==> src/rtl/sha1_padder.sv <==
// -----------------------------------------------------------------------------
// sha1_padder
//   Message-preparation stage in front of the SHA-1 core. Packs an incoming
//   byte stream big-endian into 512-bit blocks and applies SHA-1 padding:
//   a 0x80 byte, zero fill, then the 64-bit big-endian message bit length.
//
// Ports
//   clk          rising-edge clock
//   reset        asynchronous, active-low reset
//   in_data      message byte
//   in_valid     in_data is valid
//   in_last      with in_valid, final transfer of the message
//   in_empty     with in_valid, transfer carries no byte (zero-length message)
//   in_ready     transfer accepted on an edge where in_valid & in_ready
//   block_out    padded block, byte 0 at [511:504]
//   block_valid  block_out is complete and stable
//   block_ready  consumer takes the block on block_valid & block_ready
//   block_first  current block is the first block of a message
//   block_last   current block is the final, length-carrying block
// -----------------------------------------------------------------------------
module sha1_padder #(
  parameter int LEN_W = 32
) (
  input  logic         clk,
  input  logic         reset,
  input  logic [7:0]   in_data,
  input  logic         in_valid,
  input  logic         in_last,
  input  logic         in_empty,
  output logic         in_ready,
  output logic [511:0] block_out,
  output logic         block_valid,
  input  logic         block_ready,
  output logic         block_first,
  output logic         block_last
);

  typedef enum logic [1:0] {
    FILL,
    PAD,
    LEN,
    EMIT
  } state_e;

  state_e             state_q;
  state_e             after_emit_q;  // where to resume once a non-final block leaves
  logic [511:0]       buf_q;
  logic [5:0]         ptr_q;         // next free byte slot
  logic [LEN_W-1:0]   count_q;       // message length in bytes, wraps silently
  logic               first_pend_q;
  logic               last_flag_q;

  logic [5:0]         ptr_d;
  logic [8:0]         slot_msb;
  logic [63:0]        bit_len;

  assign ptr_d    = ptr_q + 6'd1;
  // Byte slot p occupies [511-8p -: 8]; 511-8p == {~p, 3'b111}.
  assign slot_msb = {~ptr_q, 3'b111};
  assign bit_len  = 64'({count_q, 3'b000});

  assign block_out   = buf_q;
  assign block_valid = (state_q == EMIT);
  assign in_ready    = (state_q == FILL);
  assign block_first = first_pend_q;
  assign block_last  = last_flag_q;

  always_ff @(posedge clk or negedge reset) begin
    if (!reset) begin
      // NOTE: the block buffer is reset too, because block_out is a direct view
      // of it and must read zero during reset and after a mid-message abort.
      buf_q        <= '0;
      ptr_q        <= '0;
      count_q      <= '0;
      state_q      <= FILL;
      after_emit_q <= FILL;
      first_pend_q <= 1'b1;
      last_flag_q  <= 1'b0;
    end else begin
      // NOTE: all state uses non-blocking assignments so every branch below
      // sees the pre-edge values of ptr_q, count_q and state_q.
      case (state_q)
        FILL: begin
          if (in_valid) begin
            if (in_empty) begin
              // Empty transfer is always treated as the end of the message.
              state_q <= PAD;
            end else begin
              buf_q[slot_msb -: 8] <= in_data;
              ptr_q                <= ptr_d;
              count_q              <= count_q + LEN_W'(1);
              if (ptr_q == 6'd63) begin
                state_q      <= EMIT;
                after_emit_q <= in_last ? PAD : FILL;
              end else if (in_last) begin
                state_q <= PAD;
              end
            end
          end
        end

        PAD: begin
          buf_q[slot_msb -: 8] <= 8'h80;
          ptr_q                <= ptr_d;
          // No room left for the 8 length bytes: ship this block first.
          if (ptr_d == 6'd0 || ptr_d > 6'd56) begin
            state_q      <= EMIT;
            after_emit_q <= LEN;
          end else begin
            state_q <= LEN;
          end
        end

        LEN: begin
          buf_q[63:0] <= bit_len;
          last_flag_q <= 1'b1;
          state_q     <= EMIT;
        end

        EMIT: begin
          if (block_ready) begin
            buf_q        <= '0;
            ptr_q        <= '0;
            first_pend_q <= 1'b0;
            if (last_flag_q) begin
              last_flag_q  <= 1'b0;
              count_q      <= '0;
              first_pend_q <= 1'b1;
              state_q      <= FILL;
            end else begin
              state_q <= after_emit_q;
            end
          end
        end

        default: state_q <= FILL;
      endcase
    end
  end

endmodule

==> config.mk <==
export PLATFORM = sky130hd
export DESIGN_NAME = sha1_padder
export DESIGN_NICKNAME = d
export VERILOG_FILES = /design/src/rtl/sha1_padder.sv
export SDC_FILE = /design/constraint.sdc
export NUM_CORES = 1
export LEC_CHECK = 0
export CELL_PAD_IN_SITES_DETAIL_PLACEMENT = 0
export CELL_PAD_IN_SITES_GLOBAL_PLACEMENT = 1
export CORE_MARGIN = 10
export CORE_UTILIZATION = 39
export DETAILED_ROUTE_END_ITERATION = 10
export GPL_ROUTABILITY_DRIVEN = 1
export PLACE_DENSITY_LB_ADDON = 0.1
export SYNTH_ARGS = -nofsm -noshare
export SYNTH_HDL_FRONTEND = slang
export SYNTH_SLANG_ARGS = --single-unit
==> constraint.sdc <==
create_clock -name clk -period 2.6 [get_ports clk]
set_clock_uncertainty 0.05 [all_clocks]
set_input_delay 0.39 -clock clk [delete_from_list [all_inputs] [get_ports clk]]
set_output_delay 0.39 -clock clk [all_outputs]
set_load 0.02 [all_outputs]
==> impl_metrics.csv, run 1 <==
group,metric,value,unit
clocking,cts_tree,"built",
floorplan,dieArea,72480,um2
sta,setup_tns,0,ps
route,detail_route.vias_per_cell,5.581,
route,vias,21470,
route,wirelength,102700,um
floorplan,die_y,269.2,um
clocking,numCtsBuffers,59,
worst_setup_path,cp.required,3090,ps
placed_design,portBuffers,529,
global_route,grt_pass1_vias,21990,
floorplan,floorplan.initialDensity,39.33,%
layout,fin_nets,2982,
clocking,cts_root_buf,"clkbuf_16",
route,antenna_left,0,
layout,fillers,5444,
worst_setup_path,cp.buffers_inverters,3,
pwr,leakage,0.01434,uW
layout,utilization,54.69,%
logic_synthesis,ys.flop_type,"dfrtp_1",
pwr,ir_worst_vdd,0.5003,mV
sta,post-route-period-util,94.99,%
logic_synthesis,syn_inst,2338,
sta,maxSlewHeadroom,44.52,%
route,first_iter_violations,2168,
global_route,grt_pass1_wl,152400,um
logic_synthesis,synth_seq_cells,556,
worst_setup_path,critical_path.max_stage_delay,540,ps
clocking,clkLatencyLatePin,630,ps
layout,finish.instance_area,33680,um2
global_route,antenna_found_initial,3,
sta,min_period,2470,ps
logic_synthesis,yosys.area.top_type,"dfrtp_1",
logic_synthesis,ys_seq_area_share,57.44,%
logic_synthesis,synth_area_leaders,"dfrtp_1 (57%), nand2_1 (7.0%), mux2i_1 (5.2%)",
global_route,grt_max_degree,91,
logic_synthesis,syn_nets,2360,
placed_design,routabilityCongestion,0.9064,
logic_synthesis,yosysMostFrequentCell,"dfrtp_1",
sta,tightest_slew,826.7,ps
worst_setup_path,end_kind,"register",
sta,finalHoldViolations,0,
sta,rsz0062_at_grt,"false",
sta,max_freq,404.9,MHz
floorplan,die_w,269.2,um
pwr,p_sw,9611,uW
pwr,seqPwrFrac,35.8,%
placed_design,dpl_cell_area,31620,um2
logic_synthesis,syn_avg_cell_area,10.36,um2
worst_setup_path,cp_common_cell,"buf_4",
worst_setup_path,crit_type,"reg2reg",
logic_synthesis,synth_warnings,0,
global_route,grtUsageTotal,27.51,%
worst_setup_path,crit_path_start_kind,"register",
logic_synthesis,synth-edff-count,0,
pwr,p_comb_share,30.5,%
status,outcome,"complete, no violations",
placed_design,dp_hpwl,76820,um
pwr,p_clk_share,33.7,%
pwr,swShare,36.91,%
clocking,cts.sinks,556,
pwr,cellPowerDensity,772.9,nW/um2
sta,finalSetupViolCount,0,
pwr,p_total,26040,uW
clocking,clockBufferDepth,3,
layout,drive_above_1_share,12.63,%
worst_setup_path,arrival,2960,ps
logic_synthesis,synth_common_cells,"dfrtp_1 (555), nand2_1 (451), o21ai_0 (230)",
run,drv_cap,0,
global_route,grt_overflow,0,
logic_synthesis,netlist_area,24220,um2
route,route.detailed.drc,0,
sta,drv_slew,0,
route,drtPass1Iterations,6,
route,wl_per_cell,26.71,um
floorplan,top_level_ports,530,
worst_setup_path,crit_path_cell_trace,"inv_1, buf_4, ha_1, nand3_1, buf_4, nor2_1, o21ai_1, a22o_1",
worst_setup_path,cpMaxStageDelayCell,"dfrtp_2",
clocking,htree_num_levels,2,
floorplan,coreArea,61600,um2
floorplan,num_rows,91,
pwr,intPower,16420,uW
worst_setup_path,critPathMaxFanout,12,
logic_synthesis,yosysTopAreaCellShare,57.33,%
logic_synthesis,ys_types,69,
layout,areaGrowthSynthToFinish,39.05,%
min_path,hp-class,"in2async",
logic_synthesis,async_flop_share,100.0,%
clocking,clk_pin_slew,60,ps
worst_setup_path,crit_family,"compound AO/OA/AOI/OAI gates",
[layout by cell type (no fill, tap or decap), types with 24 or more instances in the layout]
cell,Yosys,final
xor2_1,28,28
o21ai_0,230,230
nand3_1,116,116
o2bb2ai_1,25,24
buf_4,9,149
clkbuf_16,0,61
mux2i_1,125,125
buf_12,0,30
clkdlybuf4s50_1,0,526
a21oi_1,52,52
a22o_1,123,123
dfrtp_1,555,553
nand2_1,451,450
nor2_1,148,146
[repair_timing]
item                       in CTS  in global routing
setup endpoints to repair       1                 28
buffers inserted                0                  4
gates resized for setup         1                  4
hold buffers                    1                  0
hold endpoints to repair       37                  0
[final timing paths]
path,to,slack [ps],cells after the start,start
worst max register to register,register,130,8,ptr_q[0]$_DFFE_PN0P_
worst min register to register,block_first$_DFFE_PN1P_,420,2,block_first$_DFFE_PN1P_
max in group asynchronous,asynchronous set/reset pin,1380,3,reset
min in group clk,block_first$_DFFE_PN1P_,420,2,block_first$_DFFE_PN1P_
worst max-delay path,register,130,8,ptr_q[0]$_DFFE_PN0P_
worst min-delay path,asynchronous set/reset pin,220,2,reset
[per-stage QoR]
step           instances  hold slack (ps)  setup slack (ps)
2_1_floorplan       2338            44.41             420.2
3_3_place_gp        3731            293.5             12.86
3_5_place_dp        3731            302.8            -35.63
4_1_cts             3841            233.1             30.53
5_1_grt             3846            244.3             2.894
6_report            3846            217.3             130.3
[cell families (layout without fill, tap and decap cells)]
family,after synthesis,after routing,synth area share [%]
and+or+nand+nor,882,882,16.81
AOI/OAI and AO/OA,566,566,15.79
DFF,556,556,57.44
buffers and inverters,166,836,3.052
muxes,131,131,5.444
xor gates and xnor gates,29,29,1.049
adders and majority gates,8,8,0.4132
other,0,1,0
[per-layer routing]
layer	GRT usage [%]	part of all wire, %
met4	8.326	2.9
met1	36.17	43
met2	44.94	48
met5	0	0.013
met3	5.851	6.7
[cell type report]
type	count	area, um2	share of cell area, %
timing repair buffer	708	7018	20.83
antenna	1	2.502	0.007429
inverter	19	71.32	0.2117
clock inverter	21	241.5	0.7169
multi-input combinational	1616	9619	28.56
sequential	556	13920	41.32
tap	837	1047	3.109
clock buffer	88	1768	5.249
[power groups by stage]
stage          registers, uW  logic [uW]  clock network, uW
2_1_floorplan           9560        3970                  0
3_3_place_gp            9470        7660                  0
3_5_place_dp            9480        7750                  0
4_1_cts                 9320        7770               8910
5_1_grt                 9330        8410               9270
6_report                9310        7940               8790
Note: power is estimated with default switching activity, not from simulation.
==> run 2, diff against run 1 <==
--- a/config.mk
+++ b/config.mk
@@ -11,6 +11,7 @@
 export CORE_UTILIZATION = 39
 export DETAILED_ROUTE_END_ITERATION = 10
 export GPL_ROUTABILITY_DRIVEN = 1
+export MAX_ROUTING_LAYER = met4
 export PLACE_DENSITY_LB_ADDON = 0.1
 export SYNTH_ARGS = -nofsm -noshare
 export SYNTH_HDL_FRONTEND = slang
==> impl_metrics.csv, run 2 (synthesized netlist as in run 1, its figures left out) <==
group,metric,value,unit
floorplan,die_y,269.2,um
route,vias,21470,
clocking,cts.sinks,556,
floorplan,die_w,269.2,um
layout,areaGrowthSynthToFinish,39.27,%
clocking,htree_num_levels,2,
sta,finalSetupViolCount,0,
floorplan,coreArea,61600,um2
placed_design,portBuffers,529,
route,detail_route.vias_per_cell,5.567,
clocking,clockBufferDepth,3,
layout,final_cell_mix,"dfrtp_1 (552), clkdlybuf4s50_1 (526), nand2_1 (449)",
worst_setup_path,r2r_cells,8,
worst_setup_path,crit_path_cell_trace,"buf_4, ha_1, ha_1, inv_1, nor3_1, nand2_1, buf_4, a31o_2",
worst_setup_path,r2r-start,"ptr_q[1]$_DFFE_PN0P_",
layout,fillers,5451,
layout,fin_nets,2989,
sta,max_freq,399.6,MHz
global_route,grt_overflow,0,
sta,rsz0062_at_grt,"false",
sta,tightest_slew,872.0,ps
route,wirelength,103500,um
worst_setup_path,cp.buffers_inverters,3,
worst_setup_path,rrSetupSlack,100,ps
floorplan,floorplan.initialDensity,39.33,%
worst_setup_path,cp.required,3070,ps
sta,post-route-period-util,96.26,%
min_path,hp-class,"in2async",
worst_setup_path,cpMaxStageDelayCell,"nor3_1",
status,outcome,"complete, no violations",
sta,finalHoldViolations,0,
worst_setup_path,critical_path.max_stage_delay,430,ps
layout,drive_above_1_share,13.23,%
clocking,clk_pin_slew,70,ps
worst_setup_path,arrival,2970,ps
worst_setup_path,end_kind,"register",
worst_setup_path,crit_path_start_kind,"register",
global_route,grt_max_degree,89,
global_route,antenna_found_initial,2,
pwr,ir_worst_vdd,0.4750,mV
pwr,leakage,0.01437,uW
route,route.detailed.drc,0,
route,first_iter_violations,1974,
clocking,cts_tree,"built",
floorplan,dieArea,72480,um2
worst_setup_path,crit_family,"adder cells",
route,wl_per_cell,26.83,um
clocking,cts_root_buf,"clkbuf_16",
sta,maxSlewHeadroom,41.87,%
clocking,numCtsBuffers,59,
worst_setup_path,crit_type,"reg2reg",
clocking,clkLatencyLatePin,630,ps
floorplan,num_rows,91,
layout,utilization,54.77,%
route,antenna_left,0,
sta,setup_tns,0,ps
run,drv_cap,0,
global_route,grt_pass1_vias,22080,
placed_design,dp_hpwl,78120,um
global_route,grt_pass1_wl,153500,um
sta,min_period,2503,ps
pwr,cellPowerDensity,768.6,nW/um2
global_route,grtUsageTotal,28.53,%
sta,drv_slew,0,
floorplan,top_level_ports,530,
clocking,postCtsSetupBuffers,0,
route,drtPass1Iterations,5,
placed_design,routabilityCongestion,0.9468,
worst_setup_path,critPathMaxFanout,17,
layout,layout_commonest_cell,"dfrtp_1",
-- run 2: routing by layer --
metal | part of all wire, % | track usage (%) | vias up
met5 | 0 | - | -
met4 | 2.5 | 7.077 | 0
met2 | 48 | 46.25 | 826
met1 | 42 | 36.29 | 11000
li1 | - | - | 9493
met3 | 6.7 | 5.629 | 154
-- run 2: area by class of cell --
type	count	area (um2)	share of cell area, %
clock buffers	85	1775	5.262
diodes	2	5.005	0.01483
well taps	837	1047	3.104
clock inverters	26	212.7	0.6304
multi-input cells	1616	9625	28.53
inverters	19	71.32	0.2114
flip-flops and latches	556	13920	41.25
repair buffers	715	7083	20.99
-- run 2: timing repair --
action	4_1_cts	5_1_grt
hold buffers	1	0
endpoints found under the hold margin	34	0
gates resized for setup	1	8
setup endpoints to repair	1	44
-- run 2: how the worst max path moves through the flow --
| stage | start | cells past startpoint | end |
|---|---|---|---|
| 2_1_floorplan | ptr_q[2]$_DFFE_PN0P_ | 10 | register |
| 3_3_place_gp | ptr_q[1]$_DFFE_PN0P_ | 8 | register |
| 3_5_place_dp | ptr_q[1]$_DFFE_PN0P_ | 8 | register |
| 4_1_cts | ptr_q[1]$_DFFE_PN0P_ | 8 | register |
| 5_1_grt | ptr_q[0]$_DFFE_PN0P_ | 7 | register |
| 6_report | ptr_q[1]$_DFFE_PN0P_ | 8 | register |
-- run 2: metrics by stage --
step / area [um2] / hold WS (ps) / setup WS [ps] / std cells / total power (uW)
global placement: 31720 / 296.8 / 7.665 / 3742 / 17280
detailed placement: 31720 / 306.6 / 35.10 / 3742 / 17350
finish: 33740 / 238.3 / 97.24 / 3856 / 25930
global route: 33740 / 250.8 / 4.059 / 3856 / 26940
CTS: 33710 / 240.8 / 19.45 / 3854 / 25960
floorplan: 24220 / 44.41 / 420.2 / 2338 / 13530
-- run 2: power breakdown --
group,internal (uW),switching (uW),total (uW)
registers,8950,367,9320
clock network,4940,3670,8610
logic,2350,5660,8000
total,16200,9690,25900
